## src/rtl/rect_layer_multi_pkg.sv

```systemverilog
// Shared constants and types for the multi-rectangle overlay layer.
// Counter widths, coordinate width, pipeline depth and frame-boundary test.
package rect_layer_multi_pkg;

   localparam int COORD_W    = 16;
   localparam int HCNT_W     = 11;
   localparam int VCNT_W     = 10;
   localparam int PIPE_DEPTH = 2;

   // The frame boundary is the first pixel of the first blanking line.
   localparam logic [HCNT_W-1:0] BOUNDARY_HST = 11'd0;

   typedef struct packed {
      logic [COORD_W-1:0] posx;
      logic [COORD_W-1:0] posy;
      logic [COORD_W-1:0] sizex;
      logic [COORD_W-1:0] sizey;
   } rect_geom_t;

   function automatic logic is_boundary(input logic [HCNT_W-1:0] hst,
                                        input logic [VCNT_W-1:0] vst,
                                        input logic [VCNT_W-1:0] height);
      return (hst == BOUNDARY_HST) && (vst == height);
   endfunction

endpackage

```

## src/rtl/rect_layer_multi_hit_test.sv

```systemverilog
// Combinational coverage test of one pixel against one rectangle.
// Arithmetic is one bit wider than the coordinates so the far edge never wraps.
module rect_hit_test
   import rect_layer_multi_pkg::*;
(
   input  logic [HCNT_W-1:0] hst,
   input  logic [VCNT_W-1:0] vst,
   input  rect_geom_t        geom,
   output logic              hit
);

   logic [COORD_W:0] hx_s;
   logic [COORD_W:0] vy_s;
   logic [COORD_W:0] x0_s;
   logic [COORD_W:0] y0_s;
   logic [COORD_W:0] x1_s;
   logic [COORD_W:0] y1_s;

   assign hx_s = {{(COORD_W + 1 - HCNT_W){1'b0}}, hst};
   assign vy_s = {{(COORD_W + 1 - VCNT_W){1'b0}}, vst};
   assign x0_s = {1'b0, geom.posx};
   assign y0_s = {1'b0, geom.posy};
   assign x1_s = x0_s + {1'b0, geom.sizex};
   assign y1_s = y0_s + {1'b0, geom.sizey};

   // Inclusive start, exclusive end: a zero size can never satisfy both bounds.
   assign hit = (hx_s >= x0_s) && (hx_s < x1_s) && (vy_s >= y0_s) && (vy_s < y1_s);

endmodule

```

## src/rtl/rect_layer_multi.sv

```systemverilog
// Paints up to NUM_RECTS prioritised filled rectangles over the incoming pixel stream,
// with frame-synchronous double-buffered configuration and a per-frame collision flag.
module rect_layer_multi
   import rect_layer_multi_pkg::*;
#(
   parameter int SCREEN_WIDTH  = 800,
   parameter int SCREEN_HEIGHT = 600,
   parameter int NUM_RECTS     = 4,
   parameter int COLOR_W       = 3,
   parameter int IDX_W         = 2
)(
   input  logic                 clk,
   input  logic                 rst,
   input  logic [HCNT_W-1:0]    hst,
   input  logic [VCNT_W-1:0]    vst,
   input  logic [COLOR_W-1:0]   rgb_i,
   input  logic                 cfg_wr,
   input  logic [IDX_W-1:0]     cfg_idx,
   input  logic [COORD_W-1:0]   cfg_posx,
   input  logic [COORD_W-1:0]   cfg_posy,
   input  logic [COORD_W-1:0]   cfg_sizex,
   input  logic [COORD_W-1:0]   cfg_sizey,
   input  logic [COLOR_W-1:0]   cfg_color,
   output logic [COLOR_W-1:0]   rgb_o,
   output logic [NUM_RECTS-1:0] hit_o,
   output logic                 collision_o,
   output logic                 frame_tick_o,
   output logic                 cfg_pending_o
);

   localparam logic [HCNT_W-1:0] SCREEN_W_C = HCNT_W'(SCREEN_WIDTH);
   localparam logic [VCNT_W-1:0] SCREEN_H_C = VCNT_W'(SCREEN_HEIGHT);

   rect_geom_t           pend_geom_r  [NUM_RECTS];
   logic [COLOR_W-1:0]   pend_color_r [NUM_RECTS];
   rect_geom_t           act_geom_r   [NUM_RECTS];
   logic [COLOR_W-1:0]   act_color_r  [NUM_RECTS];
   logic [NUM_RECTS-1:0] dirty_r;
   logic [NUM_RECTS-1:0] dirty_nxt_s;
   logic [NUM_RECTS-1:0] wr_sel_s;

   logic                 boundary_s;
   logic                 vis_s;
   logic [NUM_RECTS-1:0] hit_s;
   logic [NUM_RECTS-1:0] hit1_r;
   logic                 vis1_r;
   logic [COLOR_W-1:0]   rgb1_r;
   logic [COLOR_W-1:0]   mux_color_s;
   logic                 others_s;
   logic                 coll1_s;
   logic                 sticky_r;

   assign boundary_s = is_boundary(hst, vst, SCREEN_H_C);
   assign vis_s      = (hst < SCREEN_W_C) && (vst < SCREEN_H_C);

   // Decode the write strobe; out-of-range indices select no slot.
   always_comb begin
      wr_sel_s = '0;
      for (int i = 0; i < NUM_RECTS; i++) begin
         if (cfg_wr && (32'(cfg_idx) == i)) begin
            wr_sel_s[i] = 1'b1;
         end else begin
            wr_sel_s[i] = 1'b0;
         end
      end
   end

   // A write on the boundary cycle keeps its slot dirty for the next frame.
   always_comb begin
      dirty_nxt_s = dirty_r;
      for (int i = 0; i < NUM_RECTS; i++) begin
         if (wr_sel_s[i]) begin
            dirty_nxt_s[i] = 1'b1;
         end else if (boundary_s) begin
            dirty_nxt_s[i] = 1'b0;
         end else begin
            dirty_nxt_s[i] = dirty_r[i];
         end
      end
   end

   // Pending/active shadow registers; active reads the pre-write pending value.
   always_ff @(posedge clk) begin
      if (rst) begin
         for (int i = 0; i < NUM_RECTS; i++) begin
            pend_geom_r[i]  <= '0;
            pend_color_r[i] <= '0;
            act_geom_r[i]   <= '0;
            act_color_r[i]  <= '0;
         end
         dirty_r <= '0;
      end else begin
         for (int i = 0; i < NUM_RECTS; i++) begin
            if (wr_sel_s[i]) begin
               pend_geom_r[i]  <= '{posx: cfg_posx, posy: cfg_posy,
                                    sizex: cfg_sizex, sizey: cfg_sizey};
               pend_color_r[i] <= cfg_color;
            end
            if (boundary_s && dirty_r[i]) begin
               act_geom_r[i]  <= pend_geom_r[i];
               act_color_r[i] <= pend_color_r[i];
            end
         end
         dirty_r <= dirty_nxt_s;
      end
   end

   for (genvar g = 0; g < NUM_RECTS; g++) begin : g_hit
      rect_hit_test u_hit (
         .hst  (hst),
         .vst  (vst),
         .geom (act_geom_r[g]),
         .hit  (hit_s[g])
      );
   end

   // Stage 1: capture hit vector, visibility and the upstream colour.
   always_ff @(posedge clk) begin
      if (rst) begin
         hit1_r <= '0;
         vis1_r <= 1'b0;
         rgb1_r <= '0;
      end else begin
         hit1_r <= hit_s;
         vis1_r <= vis_s;
         rgb1_r <= rgb_i;
      end
   end

   // Walk from the highest index down so the lowest hit index wins.
   always_comb begin
      mux_color_s = rgb1_r;
      for (int i = NUM_RECTS - 1; i >= 0; i--) begin
         if (hit1_r[i]) begin
            mux_color_s = act_color_r[i];
         end else begin
            mux_color_s = mux_color_s;
         end
      end
   end

   // Stage 2: blank outside the visible area.
   always_ff @(posedge clk) begin
      if (rst) begin
         rgb_o <= '0;
         hit_o <= '0;
      end else begin
         rgb_o <= vis1_r ? mux_color_s : '0;
         hit_o <= hit1_r & {NUM_RECTS{vis1_r}};
      end
   end

   // Rect 0 colliding with any other rect on a visible stage-1 result.
   always_comb begin
      others_s = 1'b0;
      for (int i = 1; i < NUM_RECTS; i++) begin
         others_s = others_s | hit1_r[i];
      end
      coll1_s = vis1_r && hit1_r[0] && others_s;
   end

   // Sticky collision is published and restarted at the boundary; in-flight hits go to the new frame.
   always_ff @(posedge clk) begin
      if (rst) begin
         sticky_r    <= 1'b0;
         collision_o <= 1'b0;
      end else if (boundary_s) begin
         collision_o <= sticky_r;
         sticky_r    <= coll1_s;
      end else if (coll1_s) begin
         sticky_r    <= 1'b1;
      end
   end

   // Frame tick and pending flag.
   always_ff @(posedge clk) begin
      if (rst) begin
         frame_tick_o  <= 1'b0;
         cfg_pending_o <= 1'b0;
      end else begin
         frame_tick_o  <= boundary_s;
         cfg_pending_o <= |dirty_nxt_s;
      end
   end

endmodule

```

## config.mk

```make
export PLATFORM = sky130hd
export DESIGN_NAME = rect_layer_multi
export DESIGN_NICKNAME = d
export VERILOG_FILES = /design/src/rtl/rect_layer_multi_pkg.sv /design/src/rtl/rect_layer_multi_hit_test.sv /design/src/rtl/rect_layer_multi.sv
export SDC_FILE = /design/constraint.sdc
export NUM_CORES = 1
export LEC_CHECK = 0
export BUFFER_PORTS_ARGS = -buffer_cell sky130_fd_sc_hd__buf_2
export CAP_MARGIN = 10
export CORE_UTILIZATION = 45
export DETAILED_ROUTE_END_ITERATION = 6
export PLACE_DENSITY = 0.65
export SLEW_MARGIN = 20
export SYNTH_ARGS = -nofsm -noshare
export SYNTH_HDL_FRONTEND = slang
export SYNTH_HIERARCHICAL = 1
export SYNTH_SLANG_ARGS = --single-unit
```

## constraint.sdc

```tcl
create_clock -name clk -period 6.2 [get_ports clk]
set_input_delay 1.24 -clock clk [delete_from_list [all_inputs] [get_ports clk]]
set_output_delay 1.24 -clock clk [all_outputs]
set_load 0.005 [all_outputs]
```

After elaboration in Yosys (flattened, before gate mapping)
Memories as Yosys holds them, arrays and structs flattened.
Index checks and enable logic that the tools add are counted.
{"block": "totals", "register_bits": 23, "mem_bits_rw": 536, "input_bits": 96, "out_inout_bits": 10, "word_cells": 153, "n_memories": 4}
{"block": "op_classes", "n_addsub": 8, "order_cmp": 18, "eq_ne": 4, "n_mux": 60, "n_bitwise": 20, "n_reduce_logical": 29}
{"memory": "act_geom_r", "depth": 4, "width": 64, "rd": 4, "rd_ports_with_merged_regs": 0, "wr": 4, "line": "rect_layer_multi.sv:36", "rtl": "rect_geom_t act_geom_r [NUM_RECTS];"}
{"memory": "pend_geom_r", "depth": 4, "width": 64, "rd": 4, "rd_ports_with_merged_regs": 0, "wr": 4, "line": "rect_layer_multi.sv:34", "rtl": "rect_geom_t pend_geom_r [NUM_RECTS];"}
{"memory": "act_color_r", "depth": 4, "width": 3, "rd": 4, "rd_ports_with_merged_regs": 0, "wr": 4, "line": "rect_layer_multi.sv:37", "rtl": "logic [COLOR_W-1:0] act_color_r [NUM_RECTS];"}
{"memory": "pend_color_r", "depth": 4, "width": 3, "rd": 4, "rd_ports_with_merged_regs": 0, "wr": 4, "line": "rect_layer_multi.sv:35", "rtl": "logic [COLOR_W-1:0] pend_color_r [NUM_RECTS];"}
{"op": "$mux W64", "n": 8}
{"op": "$add A16 B16 Y17", "n": 8}
{"op": "$lt A10 B17 Y1", "n": 4}
{"op": "$lt A11 B17 Y1", "n": 4}
{"op": "$ge A10 B16 Y1", "n": 4}
{"op": "$ge A11 B16 Y1", "n": 4}
{"op": "$mux W1", "n": 40}
{"op": "$mux W3", "n": 12}
{"op": "$logic_and A1 B1 Y1", "n": 24}
{"op": "$or A1 B1 Y1", "n": 18}
{"op": "$logic_not A11 Y1", "n": 1}
{"op": "$lt A11 B10 Y1 const B", "n": 1}
{"op": "$eq A10 B10 Y1 const B", "n": 1}
{"op": "$lt A10 B10 Y1 const B", "n": 1}
{"op": "$and A4 B4 Y4", "n": 1}
{"op": "$eq A2 B2 Y1 const B", "n": 2}
{"op": "$reduce_or A4 Y1", "n": 1}
{"op": "$eq A2 B1 Y1 const B", "n": 1}
{"op": "$logic_not A2 Y1", "n": 1}
{"op": "$reduce_bool A2 Y1", "n": 1}
{"op": "$reduce_or A2 Y1", "n": 1}
{"op": "$not A1 Y1", "n": 1}

Logic depth before layout (Yosys ltp)
{"block": "logic_depth", "depth_word": 7, "mapped_depth": 18}

By module
Netlist, hierarchy kept.
{"module": "rect_layer_multi", "instances": 1, "cells_per_inst": 1244, "area_each_um2": 20886.3, "seq_area_each_um2": 16555.9}
{"module": "rect_hit_test at g_hit[0].u_hit", "instances": 1, "cells_per_inst": 319, "area_each_um2": 2413.6, "seq_area_each_um2": 0.0}
{"module": "rect_hit_test at g_hit[1].u_hit", "instances": 1, "cells_per_inst": 315, "area_each_um2": 2396.0, "seq_area_each_um2": 0.0}
{"module": "rect_hit_test at g_hit[2].u_hit", "instances": 1, "cells_per_inst": 310, "area_each_um2": 2387.3, "seq_area_each_um2": 0.0}
{"module": "rect_hit_test at g_hit[3].u_hit", "instances": 1, "cells_per_inst": 299, "area_each_um2": 2316.0, "seq_area_each_um2": 0.0}

Worst setup path after synthesis
OpenSTA, ideal clock, no wires.
{"block": "synth_path", "kind": "in2reg", "from": "input cfg_idx[1]", "to": "memory pend_color_r[0][0] (enable)", "arrival_time_ps": 4469, "required_ps": 5694, "path_slack_ps": 1225, "stages": 3, "n_path_buf": 0, "cell_sequence": "inv_1 nand2_1 o21bai_1"}
{"item": "from (decl)", "line": "rect_layer_multi.sv:18", "rtl": "input logic [IDX_W-1:0] cfg_idx,"}
{"item": "to (decl)", "line": "rect_layer_multi.sv:35"}

==> metrics <==
Synth Area in Compound Gates=0.0973; port bufs=105; Fin. Hold Viols=0; HPWL after detailed placement=53300 µm; Rows=94; peak supply drop=0.000197 V; Post-CTS Resized=0; CTS tree=yes; Post-route DRC=14; Post-CTS Setup Bufs=0; WHS Path Cells=2; Placed Area=31800 µm²; master of the slowest instance on the critical path=o311ai_0; initial DRC count=1234; status=finished, violations left; initial antenna violation count=11; HP Start=sticky_r; die area=68600 µm²; multiplexer share of the synthesized area=0.00589; Crit path max-delay family=compound AO/OA/AOI/OAI gates; # fillers=5726; Max stage delay on crit path=0.50 ns; DRT antenna net count=0; required time of the worst setup path=6.75 ns; clock buffer depth=3; share of cells above drive strength 1=0.108; largest net degree at the start of global routing=69; max-cap violations=0; root buf cell=clkbuf_16; Worst-Skew Late Latency=0.62 ns; grt total ovfl=0; syn_nets=2879; clk slew on worst S/H paths=0.06 ns; htree depth=2; Vias per Instance=5.55; Initial Util=0.458; final worst-path cycle share=0.642; Pre-antenna DRT Iters=7; Worst Path Max Fanout=4; post-synthesis register bit count=559; first-pass GRT wire length=111000 µm; Net Sw Frac=0.237; Cells after Synth=2487; worst setup margin=2.22 ns; Num CTS Buffers=56; Pwr Density=260 nW/µm²; CP Capture Type=register; Setup Viol. Count Final=0; via count=19507; fmax=0.251 GHz; failing checks=design-rule violations; drt wl/cell=21.0 µm; Power Total=0.00877 W; Comb power frac=0.103; CP Depth=15; total track usage=0.216; R2R Path Start=act_geom_r[0][48]; num ports=106; Worst Reg-to-Reg Cells=15; crit path cell chain=ha_1 > fa_1 > a211oi_1 > o21ai_0 > a31oi_1 > o21bai_1 > a21oi_1 > xor2_1 > ha_1 > nand4_1 > nor3_1 > o311ai_0 > a2111oi_2 > a211oi_1 > nor2b_1; Synthesis Warnings=6; Worst Hold Class=reg2reg; P_sw=0.00208 W; Final Wtd Congestion=0.876; vias in the first global route=19226; Area growth, synth to finish=10.9%; non-filler cells, final=3515; Arr. time, crit path=4.53 ns; Die Wd=262 µm; Pint=0.00669 W; min Tclk post-route=3.98 ns; Synth Cell Area=30400 µm²; Seq/Total Area, Yosys=0.545; Post-Place Cells=3406; asr flop ratio synth=0; Buf/Inv on CP=0; Clk pwr share=0.396; RSZ-0062 raised after global routing=no; largest family of logic cells by synthesized area=simple AND/OR/NAND/NOR gates; crit path launch type=register; simple-gate area share of the yosys netlist=0.176; die height=262 µm; worst slew pin tran=1.11 ns; max-slew violations=0; Slew HR=0.263; Seq pwr share=0.501; Hold Buf Count CTS=0; Synth Area in XOR/XNOR=0.0233; critical path type=reg2reg; Worst Skew=0.0254 ns; post-route cell area=33700 µm²; adder-cell share of the synthesized area=0.124; WL final=73700 µm; Lkg Pwr=13.5 nW; fin nets=2992; mean post-synth cell area=12.2 µm²; Place WS=2.02 ns; Post-synth top flop=edfxtp_1; Post-synth EDFFs=536; setup_tns=0 ns; Core Region=66300 µm²; origin of the worst setup path=act_geom_r[0][48]; Clock Sinks=559; library cells used by synthesis=95
-- cells in the mapped netlist, drive strengths merged (11+ instances only) --
| library cell | count | area [µm²] |
|---|---|---|
| and2 | 545 | 3410 |
| edfxtp | 536 | 16100 |
| ha | 288 | 3600 |
| inv | 129 | 484 |
| a21oi | 119 | 641 |
| o21ai | 101 | 521 |
| nand2 | 70 | 263 |
| nor2 | 64 | 240 |
| clkbuf | 49 | 185 |
| nor3 | 49 | 245 |
| a21o | 44 | 334 |
| xor2 | 41 | 359 |
| xnor2 | 40 | 350 |
| nand3 | 35 | 175 |
| a211oi | 32 | 250 |
| nand2b | 29 | 181 |
| dfxtp | 23 | 460 |
| nor2b | 23 | 146 |
| nand4 | 21 | 131 |
| nor4 | 20 | 138 |
| o21bai | 19 | 143 |
| buf | 18 | 189 |
| o211ai | 16 | 130 |
| o21a | 15 | 113 |
| mux2i | 13 | 130 |
| o31ai | 11 | 82.6 |
-- registers in the layout (all words and copies together), names as in the netlist --
register / cells
cfg_pending_o: 1
rgb_o: 3
frame_tick_o: 1
vis1_r: 1
hit1_r: 4
act_color_r: 12
pend_color_r: 12
pend_geom_r: 256
collision_o: 1
rgb1_r: 3
dirty_r: 4
hit_o: 4
act_geom_r: 256
sticky_r: 1
-- layout by cell type, fill, tap and decap left out, types with 12 or more instances in the layout --
cell and n:
nor2_1 63, xor2_1 41, nand3_1 35, a211oi_1 30, clkbuf_16 57, o21ai_1 12, o21bai_1 17, inv_1 127
nor3_1 46, mux2i_1 13, ha_1 288, nand2b_1 29, nor4_1 18, a21o_1 37, dfxtp_1 23, o21a_1 15
and2_1 545, nand4_1 21, xnor2_1 40, buf_2 105, clkbuf_1 13, nor2b_1 22, nand2_1 70, edfxtp_1 536
a21oi_1 109, o211ai_1 14, buf_4 18, o21ai_0 85
-- worst reg2reg max path: stages (launching register included) --
cell	delay (ns)
edfxtp_1	0.40
ha_1	0.23
fa_1	0.44
a211oi_1	0.42
o21ai_0	0.16
a31oi_1	0.37
o21bai_1	0.11
a21oi_1	0.20
xor2_1	0.19
ha_1	0.27
nand4_1	0.10
nor3_1	0.05
o311ai_0	0.50
a2111oi_2	0.10
a211oi_1	0.24
nor2b_1	0.15
-- per-layer routing --
metal | global-route usage | vias to the layer above | part of all wire
met1 | 0.295 | 9477 | 0.44
met4 | 0.0809 | 0 | 0.036
met3 | 0.0285 | 144 | 0.064
li1 | - | 9288 | -
met2 | 0.350 | 598 | 0.46
met5 | 0 | - | 0
-- power by group through the flow --
| stage | Sequential, W | Clock [W] | Combinational [W] |
|---|---|---|---|
| floorplan | 0.00446 | 0 | 0.000571 |
| global placement | 0.00447 | 0 | 0.000861 |
| detailed placement | 0.00448 | 0 | 0.000895 |
| CTS | 0.00440 | 0.00354 | 0.000902 |
| global route | 0.00442 | 0.00366 | 0.00100 |
| finish | 0.00440 | 0.00347 | 0.000905 |
-- cells by family after synthesis --
logic type | Yosys count
compound gates | 431
simple gates | 906
xor+xnor | 81
fa+ha+maj | 296
buf+inv | 197
flops | 559
mux | 17
-- final timing paths --
check        slack (ns)           to
max                2.22    hit1_r[0]
min                0.49  collision_o
max reg2reg        2.22    hit1_r[0]
min reg2reg        0.49  collision_o
-- stage by stage --
stage	hold slack [ns]	util
2_1_floorplan	0.452	-
3_3_place_gp	0.471	0.480
3_5_place_dp	0.479	0.480
4_1_cts	0.488	0.508
5_1_grt	0.516	0.508
6_report	0.490	0.508
-- area by class of cell --
cell class	instances	area (µm²)	share of cell area
antenna	3	7.51	0.000223
clock buffer	74	1530	0.0454
sequential	559	16600	0.491
multi-input combinational	1731	13100	0.387
clock inverter	32	357	0.0106
inverter	129	484	0.0144
timing repair buffer	123	661	0.0196
tap	864	1080	0.0321
No activity file was read; power rests on OpenSTA's default activity.
